File: src/rtl/wash_phase_sequencer.sv
// Timed phase sequencer for the washing-machine drum: fill, heat, soak, wash,
// rinse, spin, with fill/heat timeouts, a lid interlock and cancel/fault handling.
module wash_phase_sequencer #(
  parameter int unsigned PRESCALE     = 4,
  parameter int unsigned SOAK_TICKS   = 3,
  parameter int unsigned WASH_TICKS   = 5,
  parameter int unsigned RINSE_TICKS  = 4,
  parameter int unsigned SPIN_TICKS   = 3,
  parameter int unsigned FILL_TIMEOUT = 6,
  parameter int unsigned HEAT_TIMEOUT = 6
) (
  input  logic       clock,
  input  logic       reset,
  input  logic       start,
  input  logic       lid,
  input  logic       cancel,
  input  logic       water_full,
  input  logic       water_hot,
  output logic       busy,
  output logic       water_Intake,
  output logic       heater_On,
  output logic       soak_Operation,
  output logic       wash_Operation,
  output logic       rinse_Operation,
  output logic       spin_Operation,
  output logic [2:0] phase,
  output logic       done,
  output logic       fault
);

  typedef enum logic [2:0] {
    IDLE  = 3'd0,
    FILL  = 3'd1,
    HEAT  = 3'd2,
    SOAK  = 3'd3,
    WASH  = 3'd4,
    RINSE = 3'd5,
    SPIN  = 3'd6,
    FAULT = 3'd7
  } state_e;

  localparam logic [7:0] PRESC_LAST  = 8'(PRESCALE - 1);
  localparam logic [7:0] SOAK_LEN    = 8'(SOAK_TICKS);
  localparam logic [7:0] WASH_LEN    = 8'(WASH_TICKS);
  localparam logic [7:0] RINSE_LEN   = 8'(RINSE_TICKS);
  localparam logic [7:0] SPIN_LEN    = 8'(SPIN_TICKS);
  localparam logic [7:0] FILL_LIMIT  = 8'(FILL_TIMEOUT);
  localparam logic [7:0] HEAT_LIMIT  = 8'(HEAT_TIMEOUT);

  state_e     state_q, state_d;
  logic [7:0] presc_q, presc_d;
  logic [7:0] ticks_q, ticks_d;
  logic       done_q, done_d;

  logic       tick_s;
  logic       freeze_s;
  logic       counting_s;
  logic [7:0] ticks_inc_s;

  // Tick strobe, saturating tick increment and lid-freeze qualifier.
  always_comb begin
    tick_s      = (presc_q == PRESC_LAST);
    ticks_inc_s = (ticks_q == 8'd255) ? ticks_q : (ticks_q + 8'd1);
    freeze_s    = lid && (state_q inside {SOAK, WASH, RINSE, SPIN});
    counting_s  = !(state_q inside {IDLE, FAULT});
  end

  // Next state, counters and done pulse; cancel outranks the lid freeze,
  // and a sensor outranks a timeout landing on the same tick.
  always_comb begin
    state_d = state_q;
    presc_d = presc_q;
    ticks_d = ticks_q;
    done_d  = 1'b0;
    if (cancel && (state_q != IDLE)) begin
      state_d = IDLE;
    end else if (freeze_s) begin
      state_d = state_q;
    end else begin
      if (counting_s) begin
        presc_d = tick_s ? 8'd0 : (presc_q + 8'd1);
        ticks_d = tick_s ? ticks_inc_s : ticks_q;
      end else begin
        presc_d = 8'd0;
        ticks_d = 8'd0;
      end
      case (state_q)
        IDLE: begin
          if (start && !lid && !cancel) state_d = FILL;
          else                          state_d = IDLE;
        end
        FILL: begin
          if (water_full)                                 state_d = HEAT;
          else if (tick_s && (ticks_inc_s == FILL_LIMIT)) state_d = FAULT;
          else                                            state_d = FILL;
        end
        HEAT: begin
          if (water_hot)                                  state_d = SOAK;
          else if (tick_s && (ticks_inc_s == HEAT_LIMIT)) state_d = FAULT;
          else                                            state_d = HEAT;
        end
        SOAK: begin
          if (tick_s && (ticks_inc_s == SOAK_LEN)) state_d = WASH;
          else                                     state_d = SOAK;
        end
        WASH: begin
          if (tick_s && (ticks_inc_s == WASH_LEN)) state_d = RINSE;
          else                                     state_d = WASH;
        end
        RINSE: begin
          if (tick_s && (ticks_inc_s == RINSE_LEN)) state_d = SPIN;
          else                                      state_d = RINSE;
        end
        SPIN: begin
          if (tick_s && (ticks_inc_s == SPIN_LEN)) begin
            state_d = IDLE;
            done_d  = 1'b1;
          end else begin
            state_d = SPIN;
          end
        end
        FAULT: state_d = FAULT;
        default: state_d = IDLE;
      endcase
    end
    if (state_d != state_q) begin
      presc_d = 8'd0;
      ticks_d = 8'd0;
    end
  end

  // State, counters and done pulse; reset clears everything immediately.
  always_ff @(posedge clock or posedge reset) begin
    if (reset) begin
      state_q <= IDLE;
      presc_q <= 8'd0;
      ticks_q <= 8'd0;
      done_q  <= 1'b0;
    end else begin
      state_q <= state_d;
      presc_q <= presc_d;
      ticks_q <= ticks_d;
      done_q  <= done_d;
    end
  end

  // Moore decode of the registered state; an open lid gates the phase enables at once.
  always_comb begin
    phase           = state_q;
    busy            = counting_s;
    water_Intake    = (state_q == FILL);
    heater_On       = (state_q == HEAT);
    soak_Operation  = (state_q == SOAK)  && !lid;
    wash_Operation  = (state_q == WASH)  && !lid;
    rinse_Operation = (state_q == RINSE) && !lid;
    spin_Operation  = (state_q == SPIN)  && !lid;
    fault           = (state_q == FAULT);
    done            = done_q;
  end

endmodule
File: config.mk
export PLATFORM = sky130hd
export DESIGN_NAME = wash_phase_sequencer
export DESIGN_NICKNAME = d
export VERILOG_FILES = /design/src/rtl/wash_phase_sequencer.sv
export SDC_FILE = /design/constraint.sdc
export NUM_CORES = 1
export LEC_CHECK = 0
export CORE_ASPECT_RATIO = 1.75
export CORE_MARGIN = 10
export CORE_UTILIZATION = 57
export CTS_BUF_LIST = sky130_fd_sc_hd__clkbuf_16
export DETAILED_ROUTE_END_ITERATION = 10
export PLACE_DENSITY = 0.8
export SLEW_MARGIN = 10
export SYNTH_ARGS = -nofsm -noshare
export SYNTH_HDL_FRONTEND = slang
export SYNTH_SLANG_ARGS = --single-unit
export TNS_END_PERCENT = 30
File: constraint.sdc
create_clock -name clock -period 3.3 [get_ports clock]
set_clock_uncertainty 0.05 [all_clocks]
set_input_delay 0.66 -clock clock [delete_from_list [all_inputs] [get_ports clock]]
set_output_delay 0.66 -clock clock [all_outputs]
set_load 0.02 [all_outputs]
-- After elaboration in Yosys (flattened, before gate mapping)
Index checks and enable logic that the tools add are counted.
- bits of input ports: 7
- register bits after elaboration: 20
- word-level logic and storage cells: 71
- output and inout bits: 12
- add/sub/neg operators: 2
- reductions and logical operators: 22
- equality and inequality tests: 16
- muxes and demuxes: 27
- operator list (kind ; count):
    8-bit 2-to-1 mux ; 11
    8-bit by 3-bit == test with 1-bit output, second input constant ; 3
    3-bit 2-to-1 mux ; 8
    3-bit case mux with 8 select lines ; 1
    8-bit by 1-bit adder with 8-bit output, second input constant ; 2
    8-bit by 2-bit == test with 1-bit output, second input constant ; 2
    3-bit == test, second input constant ; 4
    1-bit logical AND ; 12
    8-bit == test, second input constant ; 1
    3-bit by 2-bit == test with 1-bit output, second input constant ; 2
    1-bit 2-to-1 mux ; 6
    3-bit nonzero test ; 2
    2-bit by 1-bit inequality test with 1-bit output, second input constant ; 2
    4-bit nonzero test ; 1
    3-bit by 1-bit == test with 1-bit output, second input constant ; 1
    1-bit zero test ; 3
    3-bit zero test ; 1
    3-bit inequality test ; 1
    3-bit AND reduction ; 1
    2-bit 2-to-1 mux ; 1
    2-bit AND reduction ; 1
    2-bit nonzero test ; 1

-- Logic depth before layout (Yosys ltp)
Gate-level depths: netlist of run 1.
- word-level depth: 12
- depth in mapped cells: 11
- mapped depth without buffers: 9

-- Worst setup path after synthesis of run 1
Ideal clock, no wire load.
- path kind: reg2reg
- start: reg ticks_q[1]
- end: reg presc_q[6]
- buffers on the path: 1
- cell stages (with the launch flop): 11
- setup time: 0.079 ns
- arrival time: 2.876 ns
- setup slack: 0.295 ns
- cells stage by stage: dfrtp_1 ha_1 buf_4 nand3_1 o21ai_0 a211oi_1 a21oi_1 o211ai_4 a2111o_1 or3_1 mux2i_1
- longest elaborated chain between the ends: 12
- elaborated cells between the ends (all ways): 27
- those cells by class: add/sub: 1; eq/ne: 8; mux: 13; reduce/logical: 5
- RTL lines (item ; line ; text):
    from (decl) ; 52 ; logic [7:0] ticks_q, ticks_d;
    from (signal assigned) ; 142 ; ticks_q <= ticks_d;
    8-bit by 1-bit adder with 8-bit output / 8-bit == test (equally long branches) ; 63 ; ticks_inc_s = (ticks_q == 8'd255) ? ticks_q : (ticks_q + 8'd1);
    8-bit 2-to-1 mux (*) ; 63 ;
    8-bit by 3-bit == test with 1-bit output ; 94, 99 ;
    1-bit logical AND ; 94, 99 ;
    3-bit 2-to-1 mux, on equally long branches ; 99, 94 ;
    3-bit 2-to-1 mux, on equally long branches ; 98, 93 ;
    3-bit case mux with 8 select lines (*) ; 87 ; case (state_q)
    3-bit 2-to-1 mux (*) ; 77 ; end else if (freeze_s) begin
    3-bit 2-to-1 mux (*) ; 75 ; if (cancel && (state_q != IDLE)) begin
    3-bit inequality test (*) ; 126 ; if (state_d != state_q) begin
    2-bit by 1-bit inequality test with 1-bit output (no line) ; n/a ;
    2-bit AND reduction (no line) ; n/a ;
    to (signal assigned) ; 141 ; presc_q <= presc_d;
    to (decl) ; 51 ; logic [7:0] presc_q, presc_d;
Mark *: on every way between the ends. The rest lies on a longest branch, timed or not.
A chain may end at the register's enable or synchronous reset.

-- Worst setup path in the final report of run 1
- start: reg ticks_q[4]
- end: reg presc_q[6]
The elaborated chain is that of the path after synthesis.

==> insert_results.sql, run 1 <==
INSERT INTO impl_metrics (metric_group, metric, value, unit) VALUES
('route', 'drt_pre_antenna_iters', '4', ''),
('min_path', 'hold_path.class', 'flip-flop to flip-flop', ''),
('clock_tree', 'cts.path.max_buffers', '2', ''),
('die', 'rows', '27', ''),
('synthesis', 'synth_edf_count', '0', ''),
('outcome', 'result_of_the_run', 'completed', ''),
('timing', 'drv_slew', '0', ''),
('synthesis', 'netlist-cell-type-count', '54', ''),
('power', 'design_power_total', '1.576', 'mW'),
('power', 'power.ir.vdd_worst', '0.0006767', 'V'),
('synthesis', 'ys_ff_latch', '20', ''),
('place', 'numPortBuffers', '18', ''),
('global_route', 'aggregate_global_routing_overflow', '0', ''),
('die', 'initial_utilization', '58.49', '%'),
('place', 'dp.cells', '300', ''),
('timing', 'fin_tns_setup', '0', 'ns'),
('power', 'p_switching', '767.7', 'µW'),
('power', 'clock_power_share', '16.3', '%'),
('die', 'fp.dieW', '62.69', 'µm'),
('timing', 'slew_headroom', '46.22', '%'),
('worst_setup_path', 'crit_path_top_delay_cell', 'sky130_fd_sc_hd__a2111o_1', ''),
('worst_setup_path', 'crit_chain', 'nand4_4 -> or2_4 -> a2111oi_4 -> mux2_4 -> o211ai_4 -> a2111o_1 -> or3_1 -> mux2i_1', ''),
('global_route', 'grt_start_max_net_pins', '21', ''),
('route', 'remaining_antenna_violation_count', '0', ''),
('cells_and_area', 'design_area', '2170', 'µm²'),
('cells_and_area', 'layout-drive-gt1-share', '10.34', '%'),
('power', 'internal_power', '807.9', 'µW'),
('power', 'power.density_cell_area', '726.2', 'nW/µm²'),
('global_route', 'grt_resource_usage_total', '18.00', '%'),
('cells_and_area', 'antennaDiodeCount', '0', ''),
('timing', 'tightest_slew', '0.8058', 'ns'),
('synthesis', 'synthDominantCellAreaShare', '27.53', '%'),
('synthesis', 'netlist.top_cell.by_area', 'sky130_fd_sc_hd__dfrtp_1', ''),
('clock_tree', 'tritoncts', 'yes', ''),
('power', 'static-leakage-power', '0.8722', 'nW'),
('synthesis', 'synth-async-reset-ratio', '100.0', '%'),
('synthesis', 'mappedNetlistNets', '252', ''),
('route', 'number_of_design_rule_violations_left_after_detail_routing', '0', ''),
('flow_run', 'maxCapViolCount', '0', ''),
('die', 'fp.dieH', '94.71', 'µm'),
('timing', 'finalCritPeriodShare', '94.82', '%'),
('synthesis', 'ys.warnings.count', '0', ''),
('clock_tree', 'worst_setup_hold_path_clk_slew', '0.06', 'ns'),
('clock_tree', 'htree_num_levels', '1', ''),
('timing', 'postLayoutSetupSlackWorst', '0.1711', 'ns'),
('place', 'placedInstanceArea', '2082', 'µm²'),
('global_route', 'first_global_vias', '1824', ''),
('synthesis', 'synth_most_common_cell', 'sky130_fd_sc_hd__nor2_1', ''),
('clock_tree', 'clk_latency', '0.26', 'ns'),
('power', 'power_switching_share', '48.73', '%'),
('worst_setup_path', 'critPathLaunchType', 'flip-flop', ''),
('global_route', 'grt_first_pass_wirelength', '8.921', 'mm'),
('clock_tree', 'post_cts.repair.setup_buffers', '0', ''),
('route', 'via_count', '1973', ''),
('route', 'detail_route.iter0.violations', '92', ''),
('synthesis', 'synthesis.instances', '243', ''),
('clock_tree', 'cts_hold_repair.buffers', '0', ''),
('route', 'totalWireLength', '5.293', 'mm'),
('timing', 'maxClockFrequency', '319.6', 'MHz'),
('timing', 'final_hold_viol_count', '0', ''),
('die', 'fp.coreArea', '3108', 'µm²'),
('worst_setup_path', 'critical_path_buf_inv_count', '0', ''),
('power', 'power.share.sequential', '21.3', '%'),
('synthesis', 'synth-seq-area-share', '27.53', '%'),
('clock_tree', 'clkSinkCount', '20', ''),
('worst_setup_path', 'cpLargestDelayFamily', 'compound AO/OA/AOI/OAI gates', ''),
('worst_setup_path', 'cp_data_required_time', '3.43', 'ns'),
('route', 'detail_route.wl_per_cell', '17.41', 'µm'),
('cells_and_area', 'final_net_count', '271', ''),
('route', 'vias_per_cell', '6.490', ''),
('synthesis', 'netlist_area', '1818', 'µm²');
area by class of cell:
class / instances / area (µm²) / share of cell area, %
clock buffer: 3 / 75.07 / 3.460
clock inverter: 1 / 3.754 / 0.1730
inverter: 7 / 26.28 / 1.211
multi-input combinational: 198 / 1225 / 56.46
sequential: 20 / 500.5 / 23.07
tap: 43 / 53.80 / 2.480
timing repair buffer: 32 / 285.3 / 13.15
tightest hold or removal path, delay by kind of cell (launching register included):
| kind | cells | cell delay (ns) |
|---|---|---|
| flip-flops | 1 | 0.41 |
| AND/OR/NAND/NOR | 1 | 0.08 |
| multiplexers | 1 | 0.06 |
final timing paths:
kind	start	to	slack (ns)	cells after the start
worst min register to register	presc_q[7]$_DFFE_PP0P_	presc_q[7]$_DFFE_PP0P_	0.53	2
worst min-delay path	presc_q[7]$_DFFE_PP0P_	presc_q[7]$_DFFE_PP0P_	0.53	2
worst max register to register	ticks_q[4]$_DFFE_PP0P_	presc_q[6]$_DFFE_PP0P_	0.17	8
min in group asynchronous	reset	presc_q[2]$_DFFE_PP0P_	0.81	2
max in group asynchronous	reset	presc_q[3]$_DFFE_PP0P_	1.89	2
worst max-delay path	ticks_q[4]$_DFFE_PP0P_	presc_q[6]$_DFFE_PP0P_	0.17	8
power groups by stage:
stage	Sequential (mW)	Combinational, mW	Clock [mW]
after floorplan	0.321	0.656	0
after global placement	0.337	0.954	0
after detailed placement	0.338	0.963	0
after CTS	0.333	0.971	0.263
after global routing	0.341	1.08	0.275
final	0.336	0.983	0.256
timing repair:
item	4_1_cts	5_1_grt
setup endpoints to repair	2	3
resized for setup	1	1
pin swaps	0	1
cloned	0	0
layout by cell type (no fill, tap or decap), types with 7 or more instances in the layout:
cell type | netlist | layout
sky130_fd_sc_hd__nor2_1 | 28 | 28
sky130_fd_sc_hd__a21oi_1 | 26 | 26
sky130_fd_sc_hd__dfrtp_1 | 20 | 20
sky130_fd_sc_hd__nand2_1 | 19 | 19
sky130_fd_sc_hd__clkdlybuf4s50_1 | 0 | 18
sky130_fd_sc_hd__nand3_1 | 16 | 16
sky130_fd_sc_hd__buf_4 | 1 | 14
sky130_fd_sc_hd__nor3_1 | 12 | 12
sky130_fd_sc_hd__o21ai_0 | 9 | 9
sky130_fd_sc_hd__inv_1 | 7 | 7
sky130_fd_sc_hd__nor2b_1 | 7 | 7
flip-flops by register name, indices dropped and copies added, names as in the netlist:
register / cells
presc_q: 8
ticks_q: 8
done: 1
phase: 3
logic make-up after synthesis:
family / after synthesis / share of synthesized area, %
mux: 4 / 2.477
xor+xnor: 2 / 0.9637
simple gates: 119 / 34.96
flops: 20 / 27.53
buf+inv: 25 / 5.575
fa+ha+maj: 2 / 1.376
compound gates: 71 / 27.12
through the flow:
| step | util (%) | hold WS (ns) |
|---|---|---|
| 2_1_floorplan | - | 0.4724 |
| 3_3_place_gp | 66.99 | 0.5091 |
| 3_5_place_dp | 66.99 | 0.5173 |
| 4_1_cts | 69.73 | 0.5385 |
| 5_1_grt | 69.81 | 0.5559 |
| 6_report | 69.81 | 0.5335 |
routing by layer:
layer | up-vias | part of all wire, % | GRT usage, %
met5 | - | 0 | 0
met4 | 0 | 3.2 | 8.427
met3 | 19 | 4.4 | 2.962
met2 | 69 | 53 | 34.45
met1 | 946 | 39 | 18.55
li1 | 939 | - | -
Note: power is estimated with default switching activity, not from simulation.
==> run 2: changes to the inputs <==
--- a/config.mk
+++ b/config.mk
@@ -10,7 +10,7 @@
 export CORE_UTILIZATION = 57
 export CTS_BUF_LIST = sky130_fd_sc_hd__clkbuf_16
 export DETAILED_ROUTE_END_ITERATION = 10
-export PLACE_DENSITY = 0.8
+export PLACE_DENSITY = 0.87
 export SLEW_MARGIN = 10
 export SYNTH_ARGS = -nofsm -noshare
 export SYNTH_HDL_FRONTEND = slang
==> run 2 against run 1 <==
Net effect: largest cell class unchanged; register-to-register slack improved by 0.09 ns; critical path depth did not move; global-route usage fell by 0.71 points; critical endpoint is now presc_q[7]$_DFFE_PP0P_; cell area rose by 1.4%.
==> insert_results.sql, run 2 (synthesis gave the netlist of run 1 again) <==
INSERT INTO impl_metrics (metric_group, metric, value, unit) VALUES
('flow_run', 'maxCapViolCount', '0', ''),
('power', 'power.density_cell_area', '739.6', 'nW/µm²'),
('worst_setup_path', 'crit_start', 'ticks_q[4]$_DFFE_PP0P_', ''),
('cells_and_area', 'antennaDiodeCount', '0', ''),
('die', 'fp.coreArea', '3108', 'µm²'),
('route', 'number_of_design_rule_violations_left_after_detail_routing', '0', ''),
('min_path', 'worst_hold_path.endpoint', 'presc_q[1]$_DFFE_PP0P_', ''),
('worst_setup_path', 'critical_path_buf_inv_count', '0', ''),
('min_path', 'hold_depth', '2', ''),
('timing', 'finalSetupViolations', '0', ''),
('clock_tree', 'clkSinkCount', '20', ''),
('timing', 'final_hold_viol_count', '0', ''),
('power', 'power.ir.vdd_worst', '0.0005268', 'V'),
('die', 'rows', '27', ''),
('die', 'ios', '19', ''),
('worst_setup_path', 'r2r_setup_slack', '0.26', 'ns'),
('place', 'dpl.hpwl', '3.802', 'mm'),
('worst_setup_path', 'crit_chain', 'nand4_4 -> or2_4 -> a2111oi_4 -> mux2_4 -> o211ai_4 -> a2111o_1 -> or3_1 -> mux2i_1', ''),
('cells_and_area', 'regArea', '500.5', 'µm²'),
('die', 'fp.dieArea', '5937', 'µm²'),
('cells_and_area', 'multiInputGateArea', '1251', 'µm²'),
('timing', 'slew_headroom', '46.89', '%'),
('min_path', 'hold_path.class', 'flip-flop to flip-flop', ''),
('global_route', 'grt_resource_usage_total', '17.29', '%'),
('worst_setup_path', 'cp_slowest_stage_delay', '0.53', 'ns'),
('worst_setup_path', 'rr_worst_depth', '8', ''),
('min_path', 'holdCritStartpoint', 'presc_q[1]$_DFFE_PP0P_', ''),
('timing', 'drv_slew', '0', ''),
('clock_tree', 'ctsResizeCount', '0', ''),
('timing', 'finalCritPeriodShare', '92.22', '%'),
('global_route', 'first_global_vias', '1973', ''),
('timing', 'grt_setup_unrepaired', 'no', ''),
('worst_setup_path', 'critical_path.reg2reg.endpoint', 'presc_q[7]$_DFFE_PP0P_', ''),
('place', 'numPortBuffers', '18', ''),
('power', 'static-leakage-power', '0.8750', 'nW'),
('route', 'vias_per_cell', '6.525', ''),
('cells_and_area', 'final_net_count', '268', ''),
('outcome', 'result_of_the_run', 'completed', ''),
('clock_tree', 'clk_latency', '0.25', 'ns'),
('worst_setup_path', 'critical_path.max_fanout', '9', ''),
('route', 'remaining_antenna_violation_count', '0', ''),
('die', 'initial_utilization', '58.49', '%'),
('clock_tree', 'cts.path.max_buffers', '2', ''),
('cells_and_area', 'layout_common_cells', '28 x sky130_fd_sc_hd__nor2_1, 26 x sky130_fd_sc_hd__a21oi_1, 20 x sky130_fd_sc_hd__dfrtp_1', ''),
('die', 'fp.dieH', '94.71', 'µm'),
('worst_setup_path', 'cp_data_required_time', '3.42', 'ns'),
('global_route', 'aggregate_global_routing_overflow', '0', ''),
('cells_and_area', 'fillCellCount', '254', ''),
('clock_tree', 'post_cts.repair.setup_buffers', '0', ''),
('timing', 'holdWs', '0.5333', 'ns'),
('cells_and_area', 'layout-drive-gt1-share', '10.08', '%'),
('worst_setup_path', 'crit_path_top_delay_cell', 'sky130_fd_sc_hd__dfrtp_1', ''),
('clock_tree', 'cts-buffers-inserted', '3', ''),
('worst_setup_path', 'critPathKind', 'flip-flop to flip-flop', ''),
('route', 'via_count', '1964', ''),
('cells_and_area', 'layout.cells.most_common', 'sky130_fd_sc_hd__nor2_1', ''),
('global_route', 'grt_start_max_net_pins', '21', ''),
('worst_setup_path', 'worstSetupEndpointType', 'flip-flop', ''),
('timing', 'fin_tns_setup', '0', 'ns'),
('clock_tree', 'htree_num_levels', '1', ''),
('route', 'drt_pre_antenna_iters', '5', ''),
('clock_tree', 'worst_setup_hold_path_clk_slew', '0.06', 'ns'),
('route', 'detail_route.wl_per_cell', '16.85', 'µm'),
('global_route', 'grt_antenna_before_repair', '0', ''),
('timing', 'tightest_slew', '0.7957', 'ns'),
('worst_setup_path', 'cpLargestDelayFamily', 'compound AO/OA/AOI/OAI gates', ''),
('worst_setup_path', 'r2r-start', 'ticks_q[4]$_DFFE_PP0P_', ''),
('worst_setup_path', 'critPathLaunchType', 'flip-flop', ''),
('worst_setup_path', 'critPathArrivalTime', '3.17', 'ns'),
('place', 'gpl.final_weighted_congestion', '0.9032', ''),
('route', 'detail_route.iter0.violations', '90', ''),
('clock_tree', 'cts_root_buffer', 'sky130_fd_sc_hd__clkbuf_16', ''),
('clock_tree', 'tritoncts', 'yes', ''),
('route', 'totalWireLength', '5.072', 'mm'),
('cells_and_area', 'flow.area_growth_from_synthesis', '20.99', '%'),
('timing', 'post-route-min-period', '3.043', 'ns'),
('clock_tree', 'cts_hold_repair.buffers', '0', ''),
('die', 'fp.dieW', '62.69', 'µm'),
('timing', 'maxClockFrequency', '328.6', 'MHz'),
('global_route', 'grt_first_pass_wirelength', '8.652', 'mm');
## run 2: how the worst max path moves through the flow
stage                                        end  slack (ns)  cells past startpoint
after floorplan           presc_q[6]$_DFFE_PP0P_        0.30                     10
after global placement    presc_q[5]$_DFFE_PP0P_        0.13                      9
after detailed placement  presc_q[7]$_DFFE_PP0P_        0.06                      9
after CTS                 presc_q[7]$_DFFE_PP0P_        0.02                      9
after global routing      presc_q[6]$_DFFE_PP0P_        0.02                      8
final                     presc_q[7]$_DFFE_PP0P_        0.26                      8
## run 2: report_power, final
part / switching [mW] / internal [mW] / leakage, nW / total [mW]
logic: 0.592 / 0.362 / 0.548 / 0.954
clock network: 0.0976 / 0.241 / 0.0511 / 0.338
registers: 0.0599 / 0.275 / 0.276 / 0.335
## run 2: area by class of cell
| class | instances | area share, % |
|---|---|---|
| clock buffers | 3 | 3.413 |
| multi-input cells | 198 | 56.88 |
| repair buffers | 29 | 11.95 |
| well taps | 43 | 2.446 |
| clock inverters | 1 | 1.365 |
| flip-flops and latches | 20 | 22.75 |
| inverters | 7 | 1.195 |
## run 2: routing by layer
metal | share of wire [%] | global-route usage, % | routed length, µm | vias up
li1 | - | - | - | 936
met1 | 37 | 15.84 | 1899 | 917
met2 | 51 | 33.42 | 2597 | 84
met3 | 5.8 | 3.318 | 292 | 27
met4 | 5.6 | 11.99 | 282 | 0
met5 | 0 | 0 | 0 | -
## run 2: worst reg2reg max path: stages (launching register included)
cell and delay [ns]:
sky130_fd_sc_hd__dfrtp_1 0.53, sky130_fd_sc_hd__nand4_4 0.21, sky130_fd_sc_hd__or2_4 0.33, sky130_fd_sc_hd__a2111oi_4 0.52
sky130_fd_sc_hd__mux2_4 0.26, sky130_fd_sc_hd__o211ai_4 0.08, sky130_fd_sc_hd__a2111o_1 0.48, sky130_fd_sc_hd__or3_1 0.36
sky130_fd_sc_hd__mux2i_1 0.14
## run 2: through the flow
stage	utilization [%]	total power, mW	area, µm²	std cells	setup WS, ns
floorplan	-	0.9770	1818	243	0.2951
global placement	66.26	1.258	2059	297	0.1329
detailed placement	66.26	1.265	2059	297	0.06448
CTS	69.65	1.604	2165	301	0.02416
global route	70.77	1.740	2200	301	0.02119
finish	70.77	1.627	2200	301	0.2569
==> run 3: changes to the inputs <==
--- a/config.mk
+++ b/config.mk
@@ -11,6 +11,7 @@
 export CTS_BUF_LIST = sky130_fd_sc_hd__clkbuf_16
 export DETAILED_ROUTE_END_ITERATION = 10
 export PLACE_DENSITY = 0.87
+export SKIP_LAST_GASP = 1
 export SLEW_MARGIN = 10
 export SYNTH_ARGS = -nofsm -noshare
 export SYNTH_HDL_FRONTEND = slang
==> results of run 3 <==
Same layout as run 2: the final DEF is identical, and so are final timing and power.
